===== src/rtl/pipe_reg.sv =====
// pipe_reg: a chain of DEPTH WIDTH-bit pipeline stages. Each stage carries a
// valid bit. The chain advances on a global enable, and a flush clears the
// valid bits. A registered occupancy counter tracks how many stages hold
// valid data.
//
// Port protocol: the chain has no backpressure. A word is accepted on every
// rising edge that sees en=1, and d_valid only qualifies it. The word leaves
// on q qualified by q_valid. en=0 freezes every stage, every valid bit and the
// counter.
module pipe_reg #(
    parameter int               WIDTH        = 4,
    parameter int               DEPTH        = 3,
    parameter logic [WIDTH-1:0] RESET_VAL    = '0,
    parameter bit               GATE_INVALID = 1'b0
) (
    input  logic                       clk,
    input  logic                       reset,
    input  logic                       en,
    input  logic                       flush,
    input  logic [WIDTH-1:0]           d,
    input  logic                       d_valid,
    output logic [WIDTH-1:0]           q,
    output logic                       q_valid,
    output logic [$clog2(DEPTH+1)-1:0] count
);

    localparam int CW = $clog2(DEPTH+1);

    logic [WIDTH-1:0] data [DEPTH];
    logic [DEPTH-1:0] valid;
    logic [DEPTH-1:0] valid_nxt;
    logic [CW-1:0]    cnt;
    logic [CW-1:0]    cnt_nxt;

    // Data stages load on every enabled edge, whatever d_valid says.
    // Flush never touches data; only the valid bits are cleared.
    always_ff @(posedge clk) begin
        if (reset) begin
            for (int i = 0; i < DEPTH; i++) begin
                data[i] <= RESET_VAL;
            end
        end else if (en) begin
            data[0] <= d;
            for (int i = 1; i < DEPTH; i++) begin
                data[i] <= data[i-1];
            end
        end
    end

    // Next valid vector and occupancy. Flush kills everything older than the
    // word entering on the same edge. A plain shift adjusts the count by the
    // word that enters minus the word that leaves, so the count can never
    // exceed DEPTH or wrap.
    always_comb begin
        valid_nxt = valid;
        cnt_nxt   = cnt;
        if (flush) begin
            valid_nxt = '0;
            cnt_nxt   = '0;
            if (en) begin
                valid_nxt[0] = d_valid;
                cnt_nxt      = CW'(d_valid);
            end
        end else if (en) begin
            valid_nxt[0] = d_valid;
            for (int i = 1; i < DEPTH; i++) begin
                valid_nxt[i] = valid[i-1];
            end
            cnt_nxt = cnt + CW'(d_valid) - CW'(valid[DEPTH-1]);
        end
    end

    // Valid bits and counter register; reset has top priority.
    always_ff @(posedge clk) begin
        if (reset) begin
            valid <= '0;
            cnt   <= '0;
        end else begin
            valid <= valid_nxt;
            cnt   <= cnt_nxt;
        end
    end

    assign q_valid = valid[DEPTH-1];
    assign count   = cnt;

    // The optional gate on q depends only on the registered last-stage valid.
    generate
        if (GATE_INVALID) begin : g_gate
            assign q = valid[DEPTH-1] ? data[DEPTH-1] : RESET_VAL;
        end else begin : g_nogate
            assign q = data[DEPTH-1];
        end
    endgenerate

endmodule


===== config.mk =====
export PLATFORM = sky130hd
export DESIGN_NAME = pipe_reg
export DESIGN_NICKNAME = d
export VERILOG_FILES = /design/src/rtl/pipe_reg.sv
export SDC_FILE = /design/constraint.sdc
export NUM_CORES = 1
export LEC_CHECK = 0
export CAP_MARGIN = 20
export CORE_UTILIZATION = 51
export CTS_CLUSTER_SIZE = 28
export DETAILED_ROUTE_END_ITERATION = 6
export GPL_TIMING_DRIVEN = 1
export PLACE_DENSITY = 0.8
export SLEW_MARGIN = 20
export SYNTH_ARGS = -nofsm -noshare
export SYNTH_HDL_FRONTEND = slang
export SYNTH_SLANG_ARGS = --single-unit
export TNS_END_PERCENT = 1

===== constraint.sdc =====
create_clock -name clk -period 3.3 [get_ports clk]
set_clock_uncertainty 0.2 [all_clocks]
set_input_delay 0.66 -clock clk [delete_from_list [all_inputs] [get_ports clk]]
set_output_delay 0.66 -clock clk [all_outputs]
set_load 0.03 [all_outputs]

======== Word level (Yosys, flattened, before mapping) ========
Memories as Yosys holds them, arrays and structs flattened.
Cells that the tools add are included.
storage, ports and cells
  bits in registers ....................... 5
  output and inout port bits .............. 7
  bits in writable memories ............... 12
  memories kept ........................... 1
  word-level logic and storage cells ...... 25
memory list
  memory  depth  bits a word  read ports  clocked after Yosys merged registers in  wr ports  RTL line  text
  data    3      4            3           0                                        3         29        logic [WIDTH-1:0] data [DEPTH];
operators by class
  bitwise logic cells ..................... 3
  mux-type cells .......................... 14
  add/subtract/negate cells ............... 2
  reduce and logical (&&, ||, !) cells .... 2
operator list
  cell                number
  $mux W4             3
  $mux W1             9
  $mux W2             2
  $or A1 B1 Y1        3
  $add A2 B1 Y2       1
  $reduce_bool A2 Y1  1
  $reduce_or A2 Y1    1
  $sub A2 B1 Y2       1

======== Logic depth before layout (Yosys ltp) ========
Gate-level depths: netlist (run 1).
  word-level depth ........................ 4
  mapped depth ............................ 7

======== Least setup slack after synthesis (run 1) ========
Ideal clock, no wire load.
  path kind ............................... reg2reg
  start ................................... reg cnt[0] (netlist: count[0])
  end ..................................... reg cnt[1] (netlist: count[1])
  setup time .............................. 59 ps
  data arrival time ....................... 1657 ps
  slack ................................... 1384 ps
  cell stages (with the launch flop) ...... 8
  cells stage by stage .................... dfxtp_1 -> inv_1 -> ha_1 -> inv_1 -> ha_1 -> xor2_1 -> a2111oi_2 -> a31o_1
on the way
  word-level cells in the longest chain between the ends .. 4
ends and longest elaborated chain
  element                 RTL line  text
  start, declared         32        logic [CW-1:0] cnt;
  start signal, assigned  80        cnt <= cnt_nxt;
  $add A2 B1 Y2           69        cnt_nxt = cnt + CW'(d_valid) - CW'(valid[DEPTH-1]);
  $sub A2 B1 Y2           69
  $mux W2                 64        end else if (en) begin
  $mux W2                 57        if (flush) begin
Every way passes these cells. The select of a mux whose other input is x is not followed.
A chain may end at the register's enable or synchronous reset.

======== Worst setup path after layout (run 1) ========
  start ................................... reg valid[2]
  end ..................................... out q_valid
RTL lines
  element                 RTL line  text
  start, declared         30        logic [DEPTH-1:0] valid;
  start signal, assigned  79        valid <= valid_nxt;
  end, declared           23        output logic q_valid,
No word-level cell between the ends.

==> impl_metrics.json, run 1 <==
{
  "numCtsBuffers": 3,
  "worstSetupPathType": "reg -> out",
  "clk_path_buf_depth": 2,
  "reg2reg_depth": 7,
  "syn_nets": 68,
  "final_cell_mix": "clkdlybuf4s50_1 (15), and2_1 (12), edfxtp_1 (12)",
  "worst_pin_slew_ps": 375,
  "cp_top_family": "buffers and inverters",
  "grt_pass1_wl_um": 1540,
  "drc": 0,
  "coreArea_um2": 1330,
  "use_met1_pct": 18.7,
  "finalNetCount": 82,
  "grt.busiest_layer": "met2",
  "finalSetupTns_ps": 0,
  "antenna_left": 0,
  "clock_latency_ps": 290,
  "postCtsSetupRepairBufs": 0,
  "clock-root-buffer": "clkbuf_4",
  "cpPeakStageDelay_ps": 680,
  "worstHoldPathCells": 1,
  "slew_headroom_pct": 74.9,
  "status": "completed",
  "setup_viol": 0,
  "post_synth_fa_ha_maj_area_fraction_pct": 3.38,
  "ir_worst_vdd_mv": 0.246,
  "io_pins": 16,
  "start_kind": "register",
  "pwr_density_cell_nw_per_um2": 449,
  "seq_area_frac_synth_pct": 62.2,
  "crit_arrival_ps": 1330,
  "vias": 433,
  "finalHoldViolCount": 0,
  "dpl.hpwl_um": 682,
  "io_buffers": 15,
  "cap_violations": 0,
  "overflow": 0,
  "final_common_cell": "clkdlybuf4s50_1",
  "grt_start_max_net_pins": 13,
  "path_buf_inv": 1,
  "timing.fmax_mhz": 456,
  "synth_top_family_by_area": "simple AND/OR/NAND/NOR gates",
  "die_w_um": 40.1,
  "routabilityCongestion": 0.727,
  "drv_slew": 0,
  "cts_hold_buf": 0,
  "fin_cells": 85,
  "grt_util_met2_pct": 22.6,
  "path_cells": "clkdlybuf4s50_1",
  "cts_resized": 0,
  "synthToLayoutAreaGrowth_pct": 20.8,
  "diodes": 0,
  "min_path_type": "reg -> reg",
  "clkSinkCount": 17,
  "globalRouteMet3Util_pct": 5.00,
  "multi_input_area_um2": 226,
  "min_period_ps": 2190,
  "min_period_over_period_pct": 66.5,
  "p_leak_uw": 0.000351,
  "synth_area_um2": 741,
  "dp.cells": 81,
  "viasPerCell": 5.09,
  "die_area_um2": 1610,
  "row_count": 13,
  "synth_xor_area_share_pct": 1.18,
  "synthSimpleGateAreaFrac_pct": 17.2,
  "crit_path_end_kind": "output pin",
  "crit_required_ps": 2440,
  "wl_um": 964,
  "sequential_cell_area_um2": 460,
  "htree_levels": 1,
  "dr.pass1.iters": 3,
  "grt_pass1_vias": 369,
  "syn_area_per_cell_um2": 13.0,
  "synth-seq-cells": 17,
  "grt_usage_pct": 15.3,
  "synth.area.mux_share_pct": 4.22,
  "die_h_um": 40.1,
  "initialDrtViolationCount": 12,
  "start_util_pct": 55.5,
  "slowest_stage": "clkdlybuf4s50_1",
  "drive_gt1_share_pct": 11.4,
  "syn_inst": 57,
  "worst-path-stages": 1,
  "antenna_found_initial": 0,
  "rsz0062_at_grt": "no",
  "synth.distinct_cells": 18,
  "crit_fanout": 3,
  "yosys_warnings": 0,
  "synth_compound_area_share_pct": 4.56,
  "clkTransAtPathRegs_ps": 100,
  "wl_per_cell_um": 11.3,
  "fillCellCount": 104,
  "cts_tree": "built"
}
power by group:
group | total [uW] | switching (uW) | internal [uW]
combinational | 46.0 | 23.3 | 22.7
sequential | 244 | 3.39 | 241
clock | 112 | 66.8 | 45.0
logic make-up after synthesis:
logic type | after synthesis
AND/OR/NAND/NOR | 21
flip-flops | 17
AO/OA/AOI/OAI | 4
adder cells (fa/ha/maj) | 2
multiplexers | 3
buffers and inverters | 9
XOR/XNOR | 1
cells in the mapped netlist, drive strengths merged:
master	n	share of area [%]
and2	12	10
nor3b	2	2.0
edfxtp	12	49
ha	2	3.4
mux2	1	1.5
buf	5	5.1
nor3	3	2.0
inv	3	1.5
nor2	2	1.0
a2111oi	1	2.0
mux2i	2	2.7
a31o	1	1.2
xor2	1	1.2
nor2b	1	1.2
dfxtp	5	14
clkbuf	1	0.68
a21oi	2	1.4
or2	1	0.85
layout make-up:
type / instances / area share [%]
clock buffer: 3 / 2.52
clock inverter: 1 / 0.559
inverter: 3 / 1.26
multi-input combinational: 31 / 25.3
sequential: 17 / 51.5
tap: 15 / 2.10
timing repair buffer: 15 / 16.8
state kept, by name, summed over array words and instances (netlist names):
signal / cells
count: 2
data: 12
valid: 3
through the flow:
stage          worst slack (ps)  total power, uW  utilization, %  area [um^2]  hold WS (ps)
6_report                   1110              402            67.1          895           337
4_1_cts                    1090              403            67.1          895           336
3_3_place_gp               1020              294            65.0          867           299
3_5_place_dp               1020              295            65.0          867           314
2_1_floorplan              1380              277               -          741           293
5_1_grt                    1040              418            67.1          895           350
worst reg2reg max path, delay by kind of cell (launching register included):
kind,cells,cell delay (ps)
xor gates and xnor gates,1,160
adders and majority gates,2,430
DFF,1,350
AOI/OAI and AO/OA,2,490
buffers and inverters,2,90
per-layer routing:
layer / wire length, um / part of all wire [%]
met5: 0 / 0
met3: 50 / 5.2
met4: 12 / 1.2
met2: 412 / 43
met1: 488 / 51
worst paths after layout:
kind                            startpoint    endpoint  slack (ps)
worst max-delay path              valid[2]     q_valid        1110
worst min-delay path            data[0][2]  data[0][6]         340
worst min register to register  data[0][2]  data[0][6]         340
worst max register to register    count[0]    count[1]        1530
Power figures use the tool's default switching activity.
==> inputs of run 2 (changes only) <==
--- a/config.mk
+++ b/config.mk
@@ -6,11 +6,11 @@
 export NUM_CORES = 1
 export LEC_CHECK = 0
 export CAP_MARGIN = 20
-export CORE_UTILIZATION = 51
+export CORE_UTILIZATION = 43
 export CTS_CLUSTER_SIZE = 28
 export DETAILED_ROUTE_END_ITERATION = 6
 export GPL_TIMING_DRIVEN = 1
-export PLACE_DENSITY = 0.8
+export PLACE_DENSITY = 0.72
 export SLEW_MARGIN = 20
 export SYNTH_ARGS = -nofsm -noshare
 export SYNTH_HDL_FRONTEND = slang
==> constraint.sdc (replaced) <==
create_clock -name clk -period 1.9 [get_ports clk]
set_clock_uncertainty 0.2 [all_clocks]
set_input_delay 0.38 -clock clk [delete_from_list [all_inputs] [get_ports clk]]
set_output_delay 0.38 -clock clk [all_outputs]
set_load 0.03 [all_outputs]
==> run 2 against run 1 <==
  * The run now ends with DRC left
  * Sequential power rose by 73%
  * Die area rose by 18%
  * Critical endpoint is now q[2]
  * Worst setup slack got worse by 1100 ps
  * Core utilization fell by 7.4 points
  * Via count rose by 0.46%
  * Largest power group unchanged
  * Routed wire length fell by 7.7%
  * Clock power rose by 66%
  * Cell area rose by 4.1%
  * Non-clock buffer count rose by 4
  * Sequential share of layout area fell by 1.9 points
==> impl_metrics.json, run 2 (same netlist as run 1, synthesis figures left out) <==
{
  "start_kind": "register",
  "setup_viol": 0,
  "path_cells": "clkdlybuf4s50_1",
  "die_h_um": 43.5,
  "min_path_type": "reg -> reg",
  "worstHoldStart": "data[0][3]",
  "r2r_end": "count[1]",
  "finalHoldViolCount": 0,
  "final_core_util_pct": 59.7,
  "crit_fanout": 1,
  "die_w_um": 43.5,
  "worst_pin_slew_ps": 318,
  "final_cell_mix": "and2_1 (12), edfxtp_1 (12), clkdlybuf4s50_1 (10)",
  "cts_hold_buf": 0,
  "diodes": 0,
  "synthToLayoutAreaGrowth_pct": 25.7,
  "cap_violations": 0,
  "largest_reg_flops": 12,
  "grt_start_max_net_pins": 13,
  "drc": 2,
  "grt_pass1_vias": 380,
  "violations": "DRC",
  "holdPathEnd": "data[0][7]",
  "reg2reg_depth": 7,
  "viasPerCell": 4.83,
  "die_area_um2": 1890,
  "finalNetCount": 86,
  "worstHoldPathCells": 1,
  "dpl.hpwl_um": 643,
  "fillCellCount": 122,
  "clkSinkCount": 17,
  "slowest_stage": "clkdlybuf4s50_1",
  "io_buffers": 15,
  "total_power_uw": 694,
  "dr.pass1.iters": 6,
  "crit_required_ps": 1320,
  "row_count": 14,
  "status": "complete, but fails checks",
  "wl_per_cell_um": 9.89,
  "routabilityCongestion": 0.753,
  "grt_pass1_wl_um": 1470,
  "sequential_cell_area_um2": 462,
  "numCtsBuffers": 3,
  "pwr_density_cell_nw_per_um2": 746,
  "coreArea_um2": 1560,
  "min_period_ps": 1860,
  "htree_levels": 1,
  "regMostFlops": "data",
  "io_pins": 16,
  "multi_input_area_um2": 226,
  "drive_gt1_share_pct": 16.2,
  "cts_tree": "built",
  "ir_worst_vdd_mv": 0.525,
  "dp.cells": 86,
  "ff2ff_setup_slack_ps": 160,
  "min_period_over_period_pct": 97.8,
  "antenna_found_initial": 0,
  "p_leak_uw": 0.000422,
  "cp_top_family": "buffers and inverters",
  "grt_usage_pct": 10.7,
  "slew_headroom_pct": 78.7,
  "start_util_pct": 47.5,
  "overflow": 0,
  "clk_path_buf_depth": 2,
  "worstSetupPathType": "reg -> out",
  "cpPeakStageDelay_ps": 660,
  "antenna_left": 0,
  "clock-root-buffer": "clkbuf_4",
  "rsz0062_at_grt": "no",
  "initialDrtViolationCount": 7,
  "wl_um": 890,
  "crit_path_end_kind": "output pin",
  "vias": 435,
  "r2r_start": "count[0]",
  "clock_latency_ps": 280,
  "drv_slew": 0,
  "fin_cells": 90,
  "crit_arrival_ps": 1280,
  "clkTransAtPathRegs_ps": 100,
  "path_buf_inv": 1,
  "timing.fmax_mhz": 538
}
==> run 2: cell type report <==
cell class,count,area share (%)
flip-flops and latches,17,49.6
repair buffers,19,19.9
inverters,3,1.21
multi-input cells,31,24.3
clock buffers,4,2.82
well taps,16,2.15
==> run 2: how the worst max path moves through the flow <==
stage                      startpoint       end  slack, ps  cells past startpoint
after floorplan              count[0]  count[1]         90                      7
after global routing      data[0][11]      q[3]          1                      1
after global placement        d_valid  count[1]         -4                      5
final                     data[0][10]      q[2]         40                      1
after CTS                    count[0]  count[0]         30                      1
after detailed placement      d_valid  count[1]        -30                      5
==> run 2: per-layer routing <==
layer,share of wire [%],GRT usage (%)
met1,49,12.0
met2,46,18.8
met3,4.8,5.00
met5,0,0
met4,0,1.88
==> run 2: per-stage QoR <==
step                      worst slack (ps)  hold slack (ps)  area (um^2)  TNS, ps
after floorplan                       93.2              245          742        0
after global placement               -4.24              299          900    -4.24
after detailed placement             -34.9              301          900    -34.9
after CTS                             29.4              324          923        0
after global routing                  1.49              343          931        0
final                                 42.5              316          931        0
==> run 2: what timing repair did <==
item,CTS,global route
buffers inserted,0,0
setup endpoints to repair,2,3
pin swaps,0,0
resized for setup,2,3
==> run 2: where the power goes <==
part | internal [uW] | total, uW | switching (uW)
Combinational | 43.9 | 85.1 | 41.2
Clock | 81.3 | 186 | 105
Sequential | 418 | 423 | 4.59
==> inputs of run 3 (changes only) <==
--- a/config.mk
+++ b/config.mk
@@ -11,6 +11,7 @@
 export DETAILED_ROUTE_END_ITERATION = 6
 export GPL_TIMING_DRIVEN = 1
 export PLACE_DENSITY = 0.72
+export SETUP_SLACK_MARGIN = 0.4
 export SLEW_MARGIN = 20
 export SYNTH_ARGS = -nofsm -noshare
 export SYNTH_HDL_FRONTEND = slang
==> run 3 against run 2 <==
  * Count of clock-buffer cells in the layout is 1 lower
  * Final cell count is 2.2% higher
  * Clock power barely moved
  * Largest cell class unchanged
  * Die area stayed put
  * Largest power group unchanged
  * Worst setup slack improved by 150 ps
  * The flow still finishes with violations (DRC)
  * Fmax grew 8.6%
==> impl_metrics.json, run 3 (same netlist as run 1, synthesis figures left out) <==
{
  "die_area_um2": 1890,
  "rsz0062_at_grt": "yes",
  "crit_top_cell": "ha_4",
  "viasPerCell": 4.96,
  "crit_path_end_kind": "register",
  "ir_worst_vdd_mv": 0.567,
  "die_h_um": 43.5,
  "pwr_density_cell_nw_per_um2": 720,
  "crit_required_ps": 1940,
  "min_path_type": "reg -> reg",
  "start_util_pct": 47.5,
  "clkTransAtPathRegs_ps": 100,
  "dr.pass1.iters": 6,
  "clkSinkCount": 17,
  "reg2reg_depth": 7,
  "violations": "DRC",
  "initialDrtViolationCount": 4,
  "timing.fmax_mhz": 585,
  "cpPeakStageDelay_ps": 360,
  "routabilityCongestion": 0.709,
  "finalSetupTns_ps": 0,
  "clk_path_buf_depth": 2,
  "cts_hold_buf": 0,
  "finalNetCount": 88,
  "io_buffers": 15,
  "grt_start_max_net_pins": 13,
  "io_pins": 16,
  "numCtsBuffers": 3,
  "drive_gt1_share_pct": 27.6,
  "grt_usage_pct": 13.8,
  "cap_violations": 0,
  "drc": 2,
  "hold_ws_ps": 304,
  "path_buf_inv": 2,
  "finalHoldViolCount": 0,
  "drv_slew": 0,
  "worstHoldPathCells": 1,
  "crit_arrival_ps": 1750,
  "synthToLayoutAreaGrowth_pct": 31.3,
  "total_power_uw": 700,
  "cp_top_family": "compound AO/OA/AOI/OAI gates",
  "worstSetupPathType": "reg -> reg",
  "slew_headroom_pct": 77.6,
  "wl_per_cell_um": 12.2,
  "antenna_found_initial": 0,
  "clock_latency_ps": 290,
  "worstHoldStart": "data[0][0]",
  "r2r_end": "count[1]",
  "holdPathEnd": "data[0][4]",
  "clock-root-buffer": "clkbuf_4",
  "p_leak_uw": 0.000406,
  "wl_um": 1120,
  "grt_pass1_vias": 426,
  "row_count": 14,
  "setup_viol": 0,
  "overflow": 0,
  "antenna_left": 0,
  "status": "complete, but fails checks",
  "htree_levels": 1,
  "diodes": 0,
  "die_w_um": 43.5,
  "dpl.hpwl_um": 784,
  "regMostFlops": "data",
  "min_period_over_period_pct": 90.0,
  "crit_fanout": 2,
  "vias": 456,
  "r2r_start": "count[0]",
  "largest_reg_flops": 12,
  "grt_pass1_wl_um": 1840,
  "path_cells": "inv_4, ha_4, inv_2, ha_4, xor2_2, a2111oi_2, a31o_1",
  "cts_tree": "built",
  "coreArea_um2": 1560,
  "start_kind": "register",
  "min_period_ps": 1710,
  "ff2ff_setup_slack_ps": 190,
  "slowest_stage": "dfxtp_4",
  "worst_pin_slew_ps": 334,
  "final_cell_mix": "and2_1 (12), edfxtp_1 (12), clkdlybuf4s50_1 (8)"
}
## run 3: per-stage QoR
step | util [%] | setup slack [ps] | instance area, um^2 | cells
2_1_floorplan | - | 199 | 748 | 57
3_3_place_gp | 58.1 | 47.5 | 906 | 86
3_5_place_dp | 58.1 | 14.6 | 906 | 86
4_1_cts | 59.3 | 191 | 925 | 90
5_1_grt | 62.4 | 68.7 | 972 | 92
6_report | 62.4 | 189 | 972 | 92
## run 3: worst max path at each step
stage	from	to	slack [ps]	depth (start not counted)
floorplan	count[0]	count[1]	200	7
global placement	d_valid	count[0]	50	5
finish	count[0]	count[1]	190	7
CTS	count[0]	count[1]	190	7
detailed placement	d_valid	count[1]	10	5
global route	count[0]	count[1]	70	7
## run 3: worst reg2reg max path: stages (launching register included)
cell	delay, ps
dfxtp_4	360
inv_4	40
ha_4	250
inv_2	30
ha_4	150
xor2_2	150
a2111oi_2	350
a31o_1	150
## run 3: area by class of cell
type                       count  area (um^2)
fill                         123          587
clock buffer                   3         22.5
timing repair buffer          21          186
tap                           16         20.0
multi-input combinational     31          259
sequential                    17          465
clock inverter                 1         5.00
inverter                       3         13.8
## run 3: power by group
group / internal (uW) / switching (uW) / total [uW]
Clock: 78.2 / 108 / 186
Sequential: 418 / 5.60 / 423
Combinational: 45.3 / 45.6 / 90.9
Total: 541 / 159 / 700
## run 3: timing repair
item | in CTS | in global routing
pin swaps | 0 | 3
gates resized for setup | 7 | 5
buffers inserted | 0 | 2
endpoints found under the setup margin | 9 | 21
## run 3: per-layer routing
metal	up-vias	GRT usage [%]	routed length (um)
met5	-	0	0
met4	0	5.63	0
met3	0	6.25	57
met2	13	22.4	641
met1	214	15.8	424
li1	229	-	-
